--- config.mk ---
export PLATFORM = sky130hd
export DESIGN_NAME = cb_seg_ingress_arb
export DESIGN_NICKNAME = d
export VERILOG_FILES = /design/src/rtl/cb_seg_pkg.sv /design/src/rtl/cb_seg_ingress_arb_rr_arb2.sv /design/src/rtl/cb_seg_ingress_arb.sv
export SDC_FILE = /design/constraint.sdc
export NUM_CORES = 1
export LEC_CHECK = 0
export ABC_CLOCK_PERIOD_IN_PS = 3600
export CAP_MARGIN = 20
export CORE_UTILIZATION = 39
export CTS_BUF_LIST = sky130_fd_sc_hd__clkbuf_16
export DETAILED_ROUTE_END_ITERATION = 12
export PLACE_DENSITY = 0.67
export SLEW_MARGIN = 20
export SYNTH_ARGS = -nofsm -noshare
export SYNTH_HDL_FRONTEND = slang
export SYNTH_SLANG_ARGS = --single-unit
--- constraint.sdc ---
create_clock -name clk -period 3.6 [get_ports clk]
set_input_delay 0.72 -clock clk [delete_from_list [all_inputs] [get_ports clk]]
set_output_delay 0.72 -clock clk [all_outputs]
set_load 0.01 [all_outputs]
--- src/rtl/cb_seg_pkg.sv ---
// Shared types and constants for the cb_seg transport-block ingress path.
package cb_seg_pkg;

  localparam int TB_SIZE_W = 16;

  typedef enum logic [1:0] {
    IDLE = 2'd0,
    SIZE = 2'd1,
    DATA = 2'd2,
    DONE = 2'd3
  } ingress_state_t;

  // One-hot encoding of a 1-bit requester index.
  function automatic logic [1:0] onehot2(input logic idx);
    return idx ? 2'b10 : 2'b01;
  endfunction

endpackage

--- src/rtl/cb_seg_ingress_arb_rr_arb2.sv ---
// Two-requester round-robin picker: rr names the favoured requester when both
// request; the output is one-hot and forced to zero when adv is low.
module rr_arb2 (
  input  logic [1:0] req,
  input  logic       rr,
  input  logic       adv,
  output logic [1:0] win
);

  // Pick the winner among the pending requests.
  always_comb begin
    win = 2'b00;
    if (adv) begin
      case (req)
        2'b01:   win = 2'b01;
        2'b10:   win = 2'b10;
        2'b11:   win = rr ? 2'b10 : 2'b01;
        default: win = 2'b00;
      endcase
    end else begin
      win = 2'b00;
    end
  end

endmodule

--- src/rtl/cb_seg_ingress_arb.sv ---
// Two-port ingress arbiter in front of cb_seg. Whole transport blocks are
// granted round-robin; each is delivered as one size write followed by
// exactly `size` serial data writes. All outputs are registered.
module cb_seg_ingress_arb #(
  parameter int TB_SIZE_W = cb_seg_pkg::TB_SIZE_W
) (
  input  logic                 clk,
  input  logic                 reset,
  input  logic [1:0]           req,
  input  logic [TB_SIZE_W-1:0] size0,
  input  logic [TB_SIZE_W-1:0] size1,
  input  logic [1:0]           data_in,
  input  logic [1:0]           data_valid,
  input  logic                 seg_ready,
  output logic [1:0]           gnt,
  output logic [1:0]           data_ready,
  output logic [1:0]           done,
  output logic [1:0]           err,
  output logic                 tb_in,
  output logic                 wreq_data,
  output logic [TB_SIZE_W-1:0] tb_size_in,
  output logic                 wreq_size
);
  import cb_seg_pkg::*;

  localparam logic [TB_SIZE_W-1:0] CNT_ZERO = {TB_SIZE_W{1'b0}};
  localparam logic [TB_SIZE_W-1:0] CNT_ONE  = {{(TB_SIZE_W-1){1'b0}}, 1'b1};

  ingress_state_t       state_q, state_d;
  logic                 rr_q, rr_d;
  logic                 gsel_q, gsel_d;
  logic [TB_SIZE_W-1:0] cnt_q, cnt_d;

  logic [1:0]           gnt_q, gnt_d;
  logic [1:0]           data_ready_q, data_ready_d;
  logic [1:0]           done_q, done_d;
  logic [1:0]           err_q, err_d;
  logic                 tb_in_q, tb_in_d;
  logic                 wreq_data_q, wreq_data_d;
  logic                 wreq_size_q, wreq_size_d;
  logic [TB_SIZE_W-1:0] tb_size_q, tb_size_d;

  logic                 arb_en_s;
  logic [1:0]           win_s;
  logic                 win_idx_s;
  logic [TB_SIZE_W-1:0] win_size_s;
  logic                 grant_s;
  logic                 reject_s;
  logic                 accept_s;
  logic                 last_s;

  assign arb_en_s = (state_q == IDLE);

  rr_arb2 u_rr_arb2 (
    .req (req),
    .rr  (rr_q),
    .adv (arb_en_s),
    .win (win_s)
  );

  // Decode arbitration outcome and data-bit acceptance for this cycle.
  always_comb begin
    win_idx_s  = win_s[1];
    win_size_s = win_s[1] ? size1 : size0;
    reject_s   = (win_s != 2'b00) && (win_size_s == CNT_ZERO);
    grant_s    = (win_s != 2'b00) && (win_size_s != CNT_ZERO) && seg_ready;
    accept_s   = (state_q == DATA) && data_ready_q[gsel_q] && data_valid[gsel_q];
    last_s     = accept_s && (cnt_q == CNT_ONE);
  end

  // FSM state register.
  always_ff @(posedge clk) begin
    if (reset) begin
      state_q <= IDLE;
    end else begin
      state_q <= state_d;
    end
  end

  // FSM next-state logic.
  always_comb begin
    state_d = state_q;
    case (state_q)
      IDLE: begin
        if (grant_s) begin
          state_d = SIZE;
        end else begin
          state_d = IDLE;
        end
      end
      SIZE: state_d = DATA;
      DATA: begin
        if (last_s) begin
          state_d = DONE;
        end else begin
          state_d = DATA;
        end
      end
      DONE:    state_d = IDLE;
      default: state_d = IDLE;
    endcase
  end

  // Round-robin pointer, granted-requester select and remaining-bit counter.
  always_comb begin
    rr_d   = rr_q;
    gsel_d = gsel_q;
    cnt_d  = cnt_q;
    if (grant_s || reject_s) begin
      rr_d = ~win_idx_s;
    end else begin
      rr_d = rr_q;
    end
    if (grant_s) begin
      gsel_d = win_idx_s;
      cnt_d  = win_size_s;
    end else if (accept_s && (cnt_q != CNT_ZERO)) begin
      gsel_d = gsel_q;
      cnt_d  = cnt_q - CNT_ONE;
    end else begin
      gsel_d = gsel_q;
      cnt_d  = cnt_q;
    end
  end

  // FSM output logic: next values of every registered output.
  always_comb begin
    gnt_d        = 2'b00;
    data_ready_d = 2'b00;
    done_d       = 2'b00;
    err_d        = 2'b00;
    tb_in_d      = 1'b0;
    wreq_data_d  = 1'b0;
    wreq_size_d  = 1'b0;
    tb_size_d    = tb_size_q;
    if (state_d != IDLE) begin
      gnt_d = onehot2(gsel_d);
    end else begin
      gnt_d = 2'b00;
    end
    if (state_d == DATA) begin
      data_ready_d = onehot2(gsel_d);
    end else begin
      data_ready_d = 2'b00;
    end
    if (reject_s) begin
      err_d = win_s;
    end else begin
      err_d = 2'b00;
    end
    if (grant_s) begin
      wreq_size_d = 1'b1;
      tb_size_d   = win_size_s;
    end else begin
      wreq_size_d = 1'b0;
      tb_size_d   = tb_size_q;
    end
    if (accept_s) begin
      wreq_data_d = 1'b1;
      tb_in_d     = data_in[gsel_q];
    end else begin
      wreq_data_d = 1'b0;
      tb_in_d     = 1'b0;
    end
    if (last_s) begin
      done_d = onehot2(gsel_q);
    end else begin
      done_d = 2'b00;
    end
  end

  // Datapath and output registers; a reset abandons any partial TB.
  always_ff @(posedge clk) begin
    if (reset) begin
      rr_q         <= 1'b0;
      gsel_q       <= 1'b0;
      cnt_q        <= CNT_ZERO;
      gnt_q        <= 2'b00;
      data_ready_q <= 2'b00;
      done_q       <= 2'b00;
      err_q        <= 2'b00;
      tb_in_q      <= 1'b0;
      wreq_data_q  <= 1'b0;
      wreq_size_q  <= 1'b0;
      tb_size_q    <= CNT_ZERO;
    end else begin
      rr_q         <= rr_d;
      gsel_q       <= gsel_d;
      cnt_q        <= cnt_d;
      gnt_q        <= gnt_d;
      data_ready_q <= data_ready_d;
      done_q       <= done_d;
      err_q        <= err_d;
      tb_in_q      <= tb_in_d;
      wreq_data_q  <= wreq_data_d;
      wreq_size_q  <= wreq_size_d;
      tb_size_q    <= tb_size_d;
    end
  end

  assign gnt        = gnt_q;
  assign data_ready = data_ready_q;
  assign done       = done_q;
  assign err        = err_q;
  assign tb_in      = tb_in_q;
  assign wreq_data  = wreq_data_q;
  assign wreq_size  = wreq_size_q;
  assign tb_size_in = tb_size_q;

endmodule

==> impl_results.md, run 1 <==
* Buffers on Ports at 67
* Crit path kind: primary input to flop
* Dpl hpwl at about 4.6 mm
* Mapped Nets at around 310
* Worst Setup End Kind: flop
* Global Route Usage Sum at about 20%
* Tcrit/Tclk final at between 60% and 70%
* ANT nets after route at 0
* Vias/cell at 5.43
* Layout cells sized above 1 at 7.83%
* # diodes at 0
* Hold Crit Start: tb_size_in[4]
* Seq cells post-synth at 47
* Synthesized instance count at between 200 and 300
* Clk buf depth at 2
* Area share of fa/ha/maj cells after synthesis at ~2.6%
* Highest Clock Rate at ~0.4 GHz
* Starting Density at about two fifths
* Yosys warnings at 0
* Largest family of logic cells by synthesized area: simple AND/OR/NAND/NOR gates
* Leak at 0.00121 uW
* Hold-fix buffers, CTS at 0
* Pwr Density at between 400 and 500 nW/um^2
* Core area at slightly below 6000 sq um
* CTS tree: yes
* Mux cell area share after synthesis at around 2.4%
* Die ar. at between 6000 and 7000 sq um
* Area grow syn2layout at 39.1%
* CTS resizes at 0
* Final Worst Setup Slack at roughly 1100 ps
* Worst-path clk slew at roughly 60 ps
* Antenna violations before repair at 0
* Xor/xnor share of the synthesized area at roughly 4.4%
* Ports at around 70
* Clk_lat worst skew at 280 ps
* Mapped Avg Cell Area at approximately 8.9 sq um
* WP data required at 3820 ps
* Setup TNS at 0 ps
* Synth unique cells at slightly below 50
* Status: finished clean
* Post-synth EDFFs at 0
* Type of the worst min-delay path: flop to flop
* Pre-CTS setup slack at between 700 and 800 ps
* First-pass iteration count of the detailed router at 5
* Reg-to-Reg End: cnt_q[15]
* Slack of the worst reg-to-reg path at around 1600 ps
* Final wirelength at just over 6 mm
* Cell Rows at 28
* Routed WL per cell at 15.1 microns
* Skew final at approximately 4.4 ps
* Reg2reg path depth at 8
* Worst r2r src: state_q[0]
* RSZ-0062 raised after global routing: no
* Worst slew pin tran at around 670 ps
* Crit path max fanout at 54
* Syn Std Cell Area at 2380 sq um
* Cts bufs inserted at 5
* Final-report max-slew violation count at 0
* Final core utilization at a little under three fifths
* Global-route wire length before repair at about 10 mm
* Root buf cell: clkbuf_16
* Die width at roughly 80 microns
* Final setup viols at 0
* Leading cell types in the layout, fill and taps excluded: 66 x clkdlybuf4s50_1, 47 x dfxtp_1, 37 x nand2_1
* Compound-Gate Fraction of Synth Area at 21.9%
* Rel. slew slack at between 50% and 60%
* Seq/Total Area, Yosys at 39.5%
* Worst hold slack at ~460 ps
* Largest net degree at the start of global routing at between 50 and 60
* Number of DRC markers in iteration 0 at roughly 140
* Most common cell after layout, fill and taps aside: clkdlybuf4s50_1
* Startpoint Class: primary input
* DRC Markers at 0
* Maxcap violations at 0
* VDD IR max at ~0.32 mV
* Clock sink count at 47
* Hold Path Depth at 1
* Synth Area in Simple Gates at 25.2%
* Share of flip-flops with an asynchronous set or reset at 0%
* Most used DFF post-synth: dfxtp_1
* Fin. Hold Viols at 0
* CP arrival at around 2700 ps
* Fin nets at roughly 380
* DR vias at 2,209
* Post-CTS setup buffers at 0
* Hold Path Sink: tb_size_in[4]
* Gpl congestion at a little under 0.9
* Total grt overflow at 0
* Vias in the first global route at 1,995
* Die H at ~80 microns
* CTS H-Tree Depth at 2
* Min Tclk post-route at 2490 ps
flip-flops by register name, summed over array words and instances, names as in the netlist, 2 cells and up:
signal,cells
done,2
cnt_q,16
tb_size_in,16
data_ready,2
gnt,2
err,2
state_q,2
critical path, cell delays in order:
cell	delay, ps
clkdlybuf4s50_1	420
nor4_1	350
and4_1	390
o22ai_4	120
buf_12	200
a31oi_1	320
o21a_1	190
worst max path at each step:
stage               startpoint              to  slack, ps  cells after the start
floorplan             size1[4]       cnt_q[15]       1570                      7
global placement      size0[1]        cnt_q[9]        780                      7
detailed placement    size0[4]        cnt_q[9]        800                      7
CTS                   size0[4]        cnt_q[2]       1080                      7
global route          size0[5]  tb_size_in[13]        960                      7
finish                size0[9]        cnt_q[2]       1110                      7
through the flow:
step | instance area [sq um] | total power [uW] | std cells
floorplan | 2380 | 866 | 268
global placement | 3130 | 1030 | 399
detailed placement | 3130 | 1040 | 399
CTS | 3320 | 1620 | 407
global route | 3310 | 1690 | 407
finish | 3310 | 1610 | 407
kinds of logic (layout without fill, tap and decap cells):
group | Yosys count | after routing
buffers and inverters | 23 | 87
adders and majority gates | 5 | 5
xor gates and xnor gates | 12 | 12
AOI/OAI and AO/OA | 71 | 71
muxes | 5 | 5
and+or+nand+nor | 105 | 105
DFF | 47 | 47
per-layer routing:
layer | share of wire (%) | vias to the layer above | global-route usage (%) | routed length (microns)
met4 | 0.65 | 0 | 4.82 | 40
li1 | - | 1112 | - | -
met5 | 0 | - | 0 | 0
met1 | 48 | 1034 | 28.2 | 2970
met3 | 4.0 | 4 | 3.86 | 248
met2 | 47 | 59 | 32.7 | 2870
area by class of cell:
cell class	instances	area [sq um]
clock buffers	5	125
inverters	8	30.0
repair buffers	71	708
clock inverters	3	63.8
fillers	528	2610
flip-flops and latches	47	941
well taps	75	93.8
multi-input cells	198	1350
synth_stat cells (2+ instances only):
cell,instances,area [sq um]
and4_1,2,17.5
or3_1,2,12.5
a21oi_1,5,25.0
buf_2,2,10.0
o21ai_0,5,25.0
a21boi_0,2,15.0
ha_1,5,62.6
o211ai_1,2,15.0
a211oi_1,2,15.0
nand4_1,10,62.6
mux2i_1,3,30.0
a31oi_1,15,93.8
o21a_1,29,218
nor2b_1,5,31.3
nand3_1,4,20.0
nand2b_1,2,12.5
nor3_1,5,25.0
dfxtp_1,47,941
o2111ai_1,2,17.5
nand4b_1,2,17.5
clkbuf_1,12,45.0
nor4_1,10,62.6
xnor2_1,12,105
nand2_1,37,139
inv_1,7,26.3
nor2_1,14,52.6
o2bb2ai_1,2,17.5
or4_1,2,15.0
power by group:
group,total (uW),internal (uW),switching (uW)
Sequential,623,576,47.4
Combinational,404,199,205
Clock,587,395,191
Power figures use the tool's default switching activity.
==> run 2: changes to the inputs <==
ABC_CLOCK_PERIOD_IN_PS = 2000   (was 3600)
PLACE_DENSITY = 0.69   (was 0.67)
clock period = 2 ns   (was 3.6 ns; I/O delays follow)
==> impl_results.md, run 2 (synthesized netlist as in run 1, its figures left out) <==
* Status: finished clean
* DRC Markers at 0
* Worst Setup End Kind: flop
* Number of DRC markers in iteration 0 at 153
* Fin nets at approximately 430
* Crit path kind: flop to flop
* Vias/cell at roughly 5.4
* Buffers on Ports at 67
* Pwr Density at 776 nW/um^2
* Worst r2r src: state_q[0]
* Skew final at between 7 and 8 ps
* Die H at 80.1 microns
* Placement Cell Area at 3500 sq um
* RSZ-0062 raised after global routing: yes
* Final setup viols at 0
* CP bufs+invs at 4
* Vias in the first global route at ~2.4k
* Leading cell types in the layout, fill and taps excluded: 59 x clkdlybuf4s50_1, 50 x buf_4, 46 x dfxtp_1
* Routed WL per cell at approximately 16 microns
* ANT nets after route at 0
* Largest net degree at the start of global routing at 31
* Cell family with most CP delay: compound AO/OA/AOI/OAI gates
* Cell Rows at 28
* Min Tclk post-route at between 1500 and 2000 ps
* WP data required at approximately 2200 ps
* Core area at about 5900 sq um
* Die ar. at 6420 sq um
* CP arrival at 2170 ps
* Final core utilization at roughly 66%
* Most common cell after layout, fill and taps aside: clkdlybuf4s50_1
* Final-report max-slew violation count at 0
* Worst slew pin tran at roughly 500 ps
* WL met3 at about 350 microns
* Global Route Usage Sum at 22.4%
* Wire length on met2 at about 3.6 mm
* Ports at 68
* Startpoint Class: flop
* Clk_lat worst skew at 300 ps
* Hold Crit Start: tb_size_in[10]
* # diodes at 0
* Worst hold slack at ~460 ps
* Starting Density at a little over 40%
* CTS tree: yes
* CTS H-Tree Depth at 2
* Type of the worst min-delay path: flop to flop
* Clock sink count at 47
* Rel. slew slack at about two thirds
* Total grt overflow at 0
* DR vias at approximately 2.5k
* Layout cells sized above 1 at approximately a quarter
* Gpl congestion at between 0.8 and 0.9
* Root buf cell: clkbuf_16
* Area grow syn2layout at 65.0%
* Final Instance Area at ~3900 sq um
* Clk buf depth at 2
* Highest Clock Rate at a little over 0.5 GHz
* First-pass iteration count of the detailed router at 4
* Global-route wire length before repair at ~11 mm
* Fin. Hold Viols at 0
* Leak at about 0.0016 uW
* Dpl hpwl at between 5 and 6 mm
* Antenna violations before repair at 0
* VDD IR max at about 0.40 mV
* Critical Path, Cell by Cell: inv_2 -> buf_6 -> ha_4 -> nand4_1 -> a211oi_2 -> buf_4 -> buf_12 -> nand4b_1 -> mux2_4 -> o21a_1
* Tcrit/Tclk final at 98.7%
* Met1 Wirelength at between 3 and 4 mm
* Worst-path clk slew at 70 ps
* Die width at ~80 microns
* Crit path max fanout at 4
* Highest metal used: met4
* CP startpoint: state_q[0]
* Final wirelength at around 7.3 mm
* Maxcap violations at 0
* Cts bufs inserted at 5
* CP max stage delay at between 300 and 400 ps
* CP max stage cell: dfxtp_2
* Setup TNS at 0 ps
==> run 2: cell types whose count changed in the layout (fill, tap and decap cells not counted), sizes merged <==
cell	delta
buf	+51
bufinv	-1
clkdlybuf4s50	-7
clkinvlp	+1
dlymetal6s2s	+8
o22ai	+3
==> run 2: final cells by class <==
type                       instances  area (sq um)
clock inverter                     3          46.3
timing repair buffer             123          1160
sequential                        47           942
fill                             478          1990
inverter                           8          30.0
tap                               75          93.8
multi-input combinational        201          1530
clock buffer                       5           125
==> run 2: worst paths after layout <==
check,endpoint,slack (ps),cells past startpoint
max,cnt_q[13],30,10
min,tb_size_in[10],460,1
max reg2reg,cnt_q[13],30,10
min reg2reg,tb_size_in[10],460,1
==> run 2: through the flow <==
stage,power [uW],setup WS (ps),cells
3_5_place_dp,2000,-585,448
3_3_place_gp,1990,-516,448
4_1_cts,3000,4.82,458
2_1_floorplan,1560,207,268
5_1_grt,3160,-87.2,462
6_report,3050,26.0,462
==> run 2: layer usage <==
metal	vias up	GRT usage, %
met5	-	0
met4	0	9.82
met3	14	3.30
met2	89	38.9
met1	1179	27.2
li1	1229	-
==> run 2: what timing repair did <==
action	in CTS	in global routing
pin swaps	2	10
gates cloned	2	1
resized for setup	11	26
hold buffers	0	0
setup buffers	0	3
setup endpoints to repair	37	39
==> run 2: power breakdown <==
| part | internal (uW) | leakage (uW) | total [uW] | switching [uW] |
|---|---|---|---|---|
| Sequential | 1040 | 0.000387 | 1120 | 83.0 |
| Combinational | 495 | 0.00110 | 945 | 450 |
| Clock | 595 | 0.0000804 | 983 | 388 |
| Total | 2130 | 0.00157 | 3050 | 921 |
==> run 3: changes to the inputs <==
CAP_MARGIN = not set   (was 20)
HOLD_SLACK_MARGIN = 0.06   (was not set)
==> results of run 3 <==
Same layout as run 2: the final DEF is identical, and so are final timing and power.
==> variant: new RTL, config.mk and constraints of run 3 <==
Encoding of `ingress_state_t`: now one-hot (4 bits for 4 states).
--- a/src/rtl/cb_seg_pkg.sv
+++ b/src/rtl/cb_seg_pkg.sv
@@ -3,11 +3,11 @@
 
   localparam int TB_SIZE_W = 16;
 
-  typedef enum logic [1:0] {
-    IDLE = 2'd0,
-    SIZE = 2'd1,
-    DATA = 2'd2,
-    DONE = 2'd3
+  typedef enum logic [3:0] {
+    IDLE = 4'b0001,
+    SIZE = 4'b0010,
+    DATA = 4'b0100,
+    DONE = 4'b1000
   } ingress_state_t;
 
   // One-hot encoding of a 1-bit requester index.
Formal check against the unedited RTL: same outputs for any inputs over 10 cycles, from zero or initial values and one cycle with reset high; not proved beyond that.
==> variant against run 3 <==
  * Synthesized area rose by 2.9%
  * The flow now finishes with violations (negative setup slack)
  * Hold slack lost 0.0067 ns
  * Sequential cell count grew 2
  * Routed wire length grew 18%
  * Critical endpoint is now cnt_q[9]
  * Total power decreased by 6.0%
  * Core utilization increased by 3.8 points
  * Count of clock-buffer cells in the layout is the same
  * Design area up 6.9%
  * Setup slack worse by 0.085 ns
  * Clock power fell by 17%
==> variant: results (changes against run 3) <==
For the post-synthesis net count, the log shows 322 (+2.5%). After synthesis, the cell types taking the most area are sky130_fd_sc_hd__dfxtp_1, sky130_fd_sc_hd__nand2_1, sky130_fd_sc_hd__mux2_2. Global placement routability congestion: 0.9053 (+7.8%). In this design, the largest share of critical-path delay is due to simple AND/OR/NAND/NOR gates.

The tools report the met3 wire length as 392 um (+13%). The multiplexer fraction of the synthesized cell area works out to 7.402% (+5.0 points). The run gives 0.006019 ns (-0.001234 ns) as the clock tree skew after final layout. The run finished, with violations left. The met2 track demand over resource in global routing is 43.08% (+4.2 points). The slowest cell on the critical path is sky130_fd_sc_hd__or4_4.

The layout cell share with drive strength beyond 1 came out at 33.25% (+7.9 points). The setup violation total in the final timing report came out at 7 (+7). For the static leakage, the log shows 1.814 nW (+16%). The xor and xnor fraction of the mapped netlist area works out to 0.3573% (-4.1 points). The logs give 38 (+23%) for the pin count of the biggest net entering global routing and 4.248 mm (+19%) for the met2 layer wire length in the routed design. Cell count of the worst hold path: 2 (+1). The post-layout instance count excluding filler cells is 490 (+6.1%). The tools report the distinct cell type count of the synthesized netlist as 54 (+10%). The startpoint identified for the worst register-to-register timing path is cnt_q[10].

The met1 routing resource usage after global routing was 33.01% (+5.8 points). The per-cell routed wire length was 17.50 um (+11%); the smallest hold slack was 0.4572 ns (-0.006660 ns). The checks that failed: negative setup slack. The tools report the sum of negative setup slack as -0.2523 ns (-0.2523 ns).

The run gives 860.7 uW (-6.6%) as the switching component of the power. Average cell area after synthesis: 8.817 um^2 (-0.76%). The cell count of the worst reg-to-reg path is 6 (-4). The post-route worst setup slack was -0.05858 ns (-0.08462 ns). The number of global-route vias before repair is 2718 (+14%), and the adder-cell area share of the yosys netlist is 1.531% (-1.1 points). For the cell area reported after detailed placement, the log shows 3665 um^2 (+4.8%). The commonest cells after synthesis are sky130_fd_sc_hd__dfxtp_1, sky130_fd_sc_hd__nand2_1, sky130_fd_sc_hd__a21oi_1, sky130_fd_sc_hd__nor2_1, sky130_fd_sc_hd__nor4_1. The routing usage on met3 was 4.494% (+1.2 points).

Biggest cell delay along the critical path: 0.57 ns (+0.25 ns). The worst IR drop on VDD came out at 0.3840 mV (-4.7%). The via count normalized by instance count is 5.604 (+3.1%). The worst min-delay path startpoint is tb_size_in[2]. The worst hold path terminates at tb_size_in[2].
variant: cell count changes after synthesis, moves of 5 or more:
cell | before | now
sky130_fd_sc_hd__mux2_2 | 1 | 9
sky130_fd_sc_hd__nand3_1 | 4 | 9
sky130_fd_sc_hd__nor2_1 | 14 | 20
sky130_fd_sc_hd__o21a_1 | 29 | 2
sky130_fd_sc_hd__xnor2_1 | 12 | 1
sky130_fd_sc_hd__a31oi_1 | 15 | 9
sky130_fd_sc_hd__a21oi_1 | 5 | 20
sky130_fd_sc_hd__nand4_1 | 10 | 2
sky130_fd_sc_hd__nand2_1 | 37 | 30
sky130_fd_sc_hd__mux2i_1 | 3 | 8
variant: worst max-delay path by stage:
stage,startpoint,to,slack [ns],depth (start not counted)
CTS,state_q[2],cnt_q[5],-0.07,7
finish,cnt_q[10],cnt_q[9],-0.06,6
detailed placement,data_valid[0],cnt_q[13],-0.58,7
global route,cnt_q[10],cnt_q[9],-0.11,6
floorplan,cnt_q[8],cnt_q[9],-0.01,6
global placement,data_valid[0],cnt_q[9],-0.57,8
variant: power groups by stage:
stage          sequential (mW)  combinational [mW]  clock (mW)
3_5_place_dp              1.11               0.823           0
2_1_floorplan             1.12               0.381           0
4_1_cts                   1.09               0.877       0.824
6_report                  1.09               0.961       0.812
3_3_place_gp              1.11               0.807           0
5_1_grt                   1.10                1.03       0.863
variant: area by class of cell:
type / count / area, um^2
fillers: 458 / 1789
multi-input cells: 207 / 1585
repair buffers: 145 / 1378
flip-flops and latches: 49 / 984.7
clock buffers: 5 / 125.1
well taps: 75 / 93.84
inverters: 6 / 22.52
clock inverters: 3 / 12.51
variant: what timing repair did:
action,in CTS,in global routing
setup buffers,8,7
gates resized for setup,27,51
pin swaps,16,22
gates cloned,2,1
setup endpoints to repair,34,43
